`src/rtl/ysyx_23060236_div_ctrl_pkg.sv`:
```
// ysyx_23060236_div_ctrl_pkg: op encodings, FSM states and constants shared by the divide controller
package ysyx_23060236_div_ctrl_pkg;
  localparam logic [1:0] OP_DIV  = 2'b00;
  localparam logic [1:0] OP_DIVU = 2'b01;
  localparam logic [1:0] OP_REM  = 2'b10;
  localparam logic [1:0] OP_REMU = 2'b11;
  localparam logic [2:0] S_IDLE  = 3'd0;
  localparam logic [2:0] S_ISSUE = 3'd1;
  localparam logic [2:0] S_WAIT  = 3'd2;
  localparam logic [2:0] S_DONE  = 3'd3;
  localparam logic [2:0] S_DRAIN = 3'd4;
  localparam logic [31:0] INT_MIN = 32'h8000_0000;
  localparam logic [31:0] ALL1    = 32'hFFFF_FFFF;
endpackage

```
`src/rtl/ysyx_23060236_div_ctrl_special.sv`:
```
// ysyx_23060236_div_special: RV32M divide-by-zero and signed-overflow results, resolved without the divider
module ysyx_23060236_div_special
  import ysyx_23060236_div_ctrl_pkg::*;
(
  input  logic [31:0] src1_i,
  input  logic [31:0] src2_i,
  input  logic        sign_i,
  output logic        is_special_o,
  output logic [31:0] q_o,
  output logic [31:0] r_o
);
  logic dz, ovf;
  assign dz = src2_i == '0;
  assign ovf = sign_i & (src1_i == INT_MIN) & (src2_i == ALL1);
  assign is_special_o = dz | ovf;
  // Divide-by-zero wins over overflow.
  assign q_o = dz ? ALL1 : INT_MIN;
  assign r_o = dz ? src1_i : '0;
endmodule

```
`src/rtl/ysyx_23060236_div_ctrl.sv`:
```
// ysyx_23060236_div_ctrl: sequences EXU divide ops onto the iterative divider with special-case and last-result cache
module ysyx_23060236_div_ctrl
  import ysyx_23060236_div_ctrl_pkg::*;
#(
  parameter int TAG_W    = 5,
  parameter bit CACHE_EN = 1'b1
) (
  input  logic             clock,
  input  logic             reset,
  input  logic             in_valid,
  output logic             in_ready,
  input  logic [1:0]       in_op,
  input  logic [31:0]      in_src1,
  input  logic [31:0]      in_src2,
  input  logic [TAG_W-1:0] in_tag,
  output logic             out_valid,
  input  logic             out_ready,
  output logic [31:0]      out_data,
  output logic [TAG_W-1:0] out_tag,
  input  logic             flush,
  output logic             div_valid,
  input  logic             div_ready,
  output logic             div_sign,
  output logic [31:0]      div1,
  output logic [31:0]      div2,
  input  logic [31:0]      div_res,
  input  logic [31:0]      div_rem,
  input  logic             div_outvalid
);
  logic [2:0] state_q, state_d;
  logic rem_q, sign_q, cvalid_q, csign_q;
  logic [31:0] src1_q, src2_q, res_q, c1_q, c2_q, cq_q, cr_q;
  logic [TAG_W-1:0] tag_q;
  logic in_sign, accept, is_special, hit, capture;
  logic [31:0] sp_q, sp_r, fast_res;
  assign in_sign = ~in_op[0];
  assign in_ready = (state_q == S_IDLE) & ~flush;
  assign accept = in_valid & in_ready;
  assign capture = (state_q == S_WAIT) & div_outvalid;
  ysyx_23060236_div_special u_special (
    .src1_i      (in_src1),
    .src2_i      (in_src2),
    .sign_i      (in_sign),
    .is_special_o(is_special),
    .q_o         (sp_q),
    .r_o         (sp_r)
  );
  assign hit = CACHE_EN & cvalid_q & (in_src1 == c1_q) & (in_src2 == c2_q) & (in_sign == csign_q);
  assign fast_res = is_special ? (in_op[1] ? sp_r : sp_q) : (in_op[1] ? cr_q : cq_q);
  always_comb begin
    state_d = state_q;
    case (state_q)
      S_IDLE:  if (accept) state_d = (is_special | hit) ? S_DONE : S_ISSUE;
      S_ISSUE: state_d = div_ready ? (flush ? S_DRAIN : S_WAIT) : (flush ? S_IDLE : S_ISSUE);
      S_WAIT:  state_d = div_outvalid ? (flush ? S_IDLE : S_DONE) : (flush ? S_DRAIN : S_WAIT);
      S_DONE:  if (flush | out_ready) state_d = S_IDLE;
      S_DRAIN: if (div_outvalid) state_d = S_IDLE;
      default: state_d = S_IDLE;
    endcase
  end
  // A completion that races a flush still refreshes the cache; only the result is dropped.
  always_ff @(posedge clock) begin
    if (reset) begin
      state_q  <= S_IDLE;
      cvalid_q <= 1'b0;
    end else begin
      state_q <= state_d;
      if (capture) cvalid_q <= 1'b1;
    end
    if (accept) begin
      rem_q  <= in_op[1];
      sign_q <= in_sign;
      src1_q <= in_src1;
      src2_q <= in_src2;
      tag_q  <= in_tag;
      res_q  <= fast_res;
    end
    if (capture) begin
      c1_q    <= src1_q;
      c2_q    <= src2_q;
      csign_q <= sign_q;
      cq_q    <= div_res;
      cr_q    <= div_rem;
      res_q   <= rem_q ? div_rem : div_res;
    end
  end
  assign out_valid = state_q == S_DONE;
  assign out_data = res_q;
  assign out_tag = tag_q;
  assign div_valid = state_q == S_ISSUE;
  assign div_sign = sign_q;
  assign div1 = src1_q;
  assign div2 = src2_q;
endmodule
```
`config.mk`:
```
export PLATFORM = sky130hd
export DESIGN_NAME = ysyx_23060236_div_ctrl
export DESIGN_NICKNAME = d
export VERILOG_FILES = /design/src/rtl/ysyx_23060236_div_ctrl_pkg.sv /design/src/rtl/ysyx_23060236_div_ctrl_special.sv /design/src/rtl/ysyx_23060236_div_ctrl.sv
export SDC_FILE = /design/constraint.sdc
export NUM_CORES = 1
export LEC_CHECK = 0
export CAP_MARGIN = 25
export CORE_MARGIN = 4
export CORE_UTILIZATION = 44
export CTS_CLUSTER_DIAMETER = 80
export DETAILED_ROUTE_END_ITERATION = 6
export HOLD_SLACK_MARGIN = 0.15
export PLACE_DENSITY = 0.76
export SLEW_MARGIN = 30
export SYNTH_ARGS = -nofsm -noshare
export SYNTH_HDL_FRONTEND = slang
export SYNTH_SLANG_ARGS = --single-unit
```
`constraint.sdc`:
```
create_clock -name clock -period 5.5 [get_ports clock]
set_clock_uncertainty 0.2 [all_clocks]
set_input_delay 0.825 -clock clock [delete_from_list [all_inputs] [get_ports clock]]
set_output_delay 0.825 -clock clock [all_outputs]
set_load 0.01 [all_outputs]
```
==> run summary <==
The total power density per cell area is 301.3 mW/mm2, and the relative max-transition margin is 39.29%. For the number of slew-limit violations in the final report, the log shows 0. The worst hold path passes through 0 cells.

The clock slew at the register clock pins of the worst setup and hold paths was 0.06 ns. Yosys mapped the design onto 41 distinct sky130hd cell types. Summed over all nets, the switching power comes to 840.7 uW.

Total negative slack for setup checks: 0 ns. After clock tree synthesis, the repair step resized 0 gates. The number of synthesized register bits came out at 236.

Summed over all nets, the half-perimeter wirelength after detailed placement is 18.78 mm. The number of DRC markers in iteration 0 is 462. In this run the register-to-register setup slack is 2.98 ns. The tools report the critical register-to-register path startpoint as state_q[1]. In this run the deepest clock path goes through 3 buffers. The min-delay analysis places its worst path in the category register to register. Counting tap cells, the placed design contains a total of 1,097 instances. Sequential cells were found to cover 74.53% of the synthesized design area. The logs give 51.8% for the power share of the sequential group and 26 for the number of buffers created by CTS. The top cell types in the final layout, fill and taps aside, are sky130_fd_sc_hd__clkdlybuf4s50_1, sky130_fd_sc_hd__edfxtp_1, sky130_fd_sc_hd__a21oi_1, sky130_fd_sc_hd__o22ai_1. From bottom edge to top edge, the die measures 154.6 um. 0 antenna diodes ended up in the layout. Timing would allow up to 292.2 MHz. The count of buffers added by post-CTS timing repair for setup was 0. The tools report the detailed-route wire length as 26.85 mm.

The count of flip-flops with a built-in enable after synthesis is 232, and the vias after detailed routing is 6,441. The worst setup path is captured at a register. The critical path starts at in_src2[28]. The tools report the standard-cell row count as 53. For the worst-skew pair, the clock arrives at the later sink with an insertion delay of 0.51 ns. The run finished with clean final reports. In this run the clock root is driven by a sky130_fd_sc_hd__clkbuf_16.

The logs give 0 for the number of endpoints with negative hold slack in the final report and 1 for the maximum level of the CTS H-tree. Hold timing on the final database bottoms out at a slack of 0.2430 ns. Once detail routing completed, the nets flagged for antenna violations numbered 0. After the flow finishes, the layout carries non-filler instances totaling 1,143. Final routed wire length divided by cell count: 23.49 um.

The biggest fanout along the worst timing path was 59. For the standby leakage power, the log shows 0.004352 uW. Across the run, the number of max-cap violations was 0. Of the total power, the clock network draws 39.5%. The fraction of registers with async set or reset after synthesis came out at 0%. The critical path startpoint category was a primary input. Routability-driven placement finished with a final weighted congestion of 0.8289.

The worst hold path begins at div2[10]. The logs give 737 for the net count of the mapped netlist and 0.02109 mm2 for the area of the placeable core. Compared with the post-synthesis result, the final layout area differs by 38.12%. The run gives 595 as the count of mapped cells out of synthesis. The run gives 0 as the count of yosys warnings during synthesis.

At the pin with the least slew margin, the transition time is 0.9107 ns. For this design, the sink count on the clock tree is 236. Among all flip-flop cells after synthesis, the most frequent one is sky130_fd_sc_hd__edfxtp_1.

Once the floorplan was initialized, standard cells occupied 44.84% of the core. The die covers 0.02390 mm2. Combinational cells account for 8.7% of the total power.

For this design, the CTS-stage hold fixing added 0 buffers. The design draws 3935 uW. The internal portion of total power is 3094 uW.

The worst register-to-register path ends at out_data[11]. Subtracting the final worst setup slack from the clock period gives 3.422 ns. The count of input and output buffers is 246, and the initial antenna violation count is 2. The net count of the finished layout is 993. The final critical path takes up 62.22% of the cycle. Number of vias per cell after detailed routing: 5.635. Pin count of the biggest net entering global routing: 196. 247 I/O pins were placed. The floorplan die width is 154.6 um, and the cell area after technology mapping is 0.009455 mm2.

Setup repair after global routing left no endpoint under its margin. For hold timing, the worst endpoint is c2_q[10]. The fraction of layout cells with a size suffix above 1 works out to 4.954%.

For this run, the detailed router's first-pass iteration total came to 5. The switching power as a share of total power came out at 21.37%. TritonCTS built the clock tree. The most common cell after layout, fill and taps aside is sky130_fd_sc_hd__clkdlybuf4s50_1. The final setup violation count is 0, and the total global-route track usage is 21.52%. The number of DRC violations after detailed routing was 0. For the data required time at the worst endpoint, the log shows 5.73 ns. The per-instance average area after synthesis is 15.89 um2, and the total congestion overflow is 0. The run gives 0.1994 mV as the maximum ir drop on the vdd rail. The via count of the first global-routing pass was 6,572. By startpoint and endpoint, the worst setup path is classified as primary input to register. The global-route wire length before repair is 39.29 mm, and the number of cells on the worst reg-to-reg path is 6.

The run gives 3.66 ns as the signal arrival time at the worst endpoint.
[sequential cells by signal, indices dropped and copies added, names as in the netlist]
name      cells
rem_q         1
cvalid_q      1
cq_q         32
out_tag       5
csign_q       1
out_data     32
c2_q         32
c1_q         32
div1         32
div_sign      1
div2         32
cr_q         32
state_q       3
[how the worst max path moves through the flow]
stage / to / slack, ns / cells after the start
detailed placement: state_q[1] / 1.53 / 8
global route: state_q[1] / 1.90 / 8
CTS: state_q[1] / 2.06 / 8
global placement: state_q[1] / 1.60 / 8
floorplan: out_data[0] / 1.20 / 3
finish: state_q[1] / 2.08 / 8
[per-stage QoR]
step	worst slack, ns	cell area (um2)	util (%)
2_1_floorplan	1.204	9457	-
3_3_place_gp	1.600	12260	58.12
3_5_place_dp	1.529	12280	58.25
4_1_cts	2.056	13030	61.78
5_1_grt	1.897	13060	61.93
6_report	2.078	13060	61.93
[metal layers]
| layer | part of all wire (%) | GRT usage [%] |
|---|---|---|
| met5 | 0.13 | 0 |
| met1 | 41 | 29.26 |
| met4 | 3.7 | 7.780 |
| met2 | 46 | 33.53 |
| met3 | 9.6 | 5.848 |
[critical path: stages]
cell and delay, ns:
sky130_fd_sc_hd__clkdlybuf4s50_1 0.50, sky130_fd_sc_hd__nor4_1 0.37, sky130_fd_sc_hd__nand4_1 0.43, sky130_fd_sc_hd__nor2_4 0.27
sky130_fd_sc_hd__buf_4 0.48, sky130_fd_sc_hd__a21oi_1 0.16, sky130_fd_sc_hd__or4_1 0.43, sky130_fd_sc_hd__a31oi_1 0.17
[logic make-up (layout without fill, tap and decap cells)]
| group | Yosys count | count (layout) | share of synthesized area [%] |
|---|---|---|---|
| simple gates | 115 | 115 | 7.371 |
| flops | 236 | 236 | 74.53 |
| compound gates | 121 | 121 | 8.350 |
| buf+inv | 40 | 313 | 1.641 |
| xor+xnor | 51 | 51 | 4.724 |
| mux | 32 | 32 | 3.388 |
[Yosys cell counts (3+ instances only)]
master | count | area share (%)
sky130_fd_sc_hd__a2111oi_0 | 3 | 0.28
sky130_fd_sc_hd__a21oi_1 | 35 | 1.9
sky130_fd_sc_hd__a22oi_1 | 32 | 2.5
sky130_fd_sc_hd__and2_1 | 26 | 1.7
sky130_fd_sc_hd__buf_2 | 4 | 0.21
sky130_fd_sc_hd__clkbuf_1 | 22 | 0.87
sky130_fd_sc_hd__dfxtp_1 | 4 | 0.85
sky130_fd_sc_hd__edfxtp_1 | 232 | 74
sky130_fd_sc_hd__inv_1 | 14 | 0.56
sky130_fd_sc_hd__mux2i_1 | 32 | 3.4
sky130_fd_sc_hd__nand2_1 | 8 | 0.32
sky130_fd_sc_hd__nand2b_1 | 4 | 0.26
sky130_fd_sc_hd__nand4_1 | 13 | 0.86
sky130_fd_sc_hd__nor2_1 | 9 | 0.36
sky130_fd_sc_hd__nor2b_1 | 3 | 0.20
sky130_fd_sc_hd__nor3_1 | 10 | 0.53
sky130_fd_sc_hd__nor4_1 | 25 | 1.7
sky130_fd_sc_hd__o21ai_0 | 3 | 0.16
sky130_fd_sc_hd__o22ai_1 | 34 | 2.2
sky130_fd_sc_hd__or4_1 | 3 | 0.24
sky130_fd_sc_hd__xnor2_1 | 21 | 1.9
sky130_fd_sc_hd__xor2_1 | 30 | 2.8
[cell type report]
type                       count  area, um2
fill                        1641       8028
sequential                   236       7047
timing repair buffer         254       2579
multi-input combinational    319       2292
clock buffer                  36      709.4
tap                          275      344.1
inverter                      14      52.55
clock inverter                 9      36.28
[power groups by stage]
stage	Sequential, uW	Clock, uW	Combinational, uW
6_report	2040	1550	342
5_1_grt	2040	1650	363
4_1_cts	2040	1590	344
3_5_place_dp	2080	0	342
3_3_place_gp	2080	0	335
2_1_floorplan	2090	0	81.6
No activity file was read; power rests on OpenSTA's default activity.
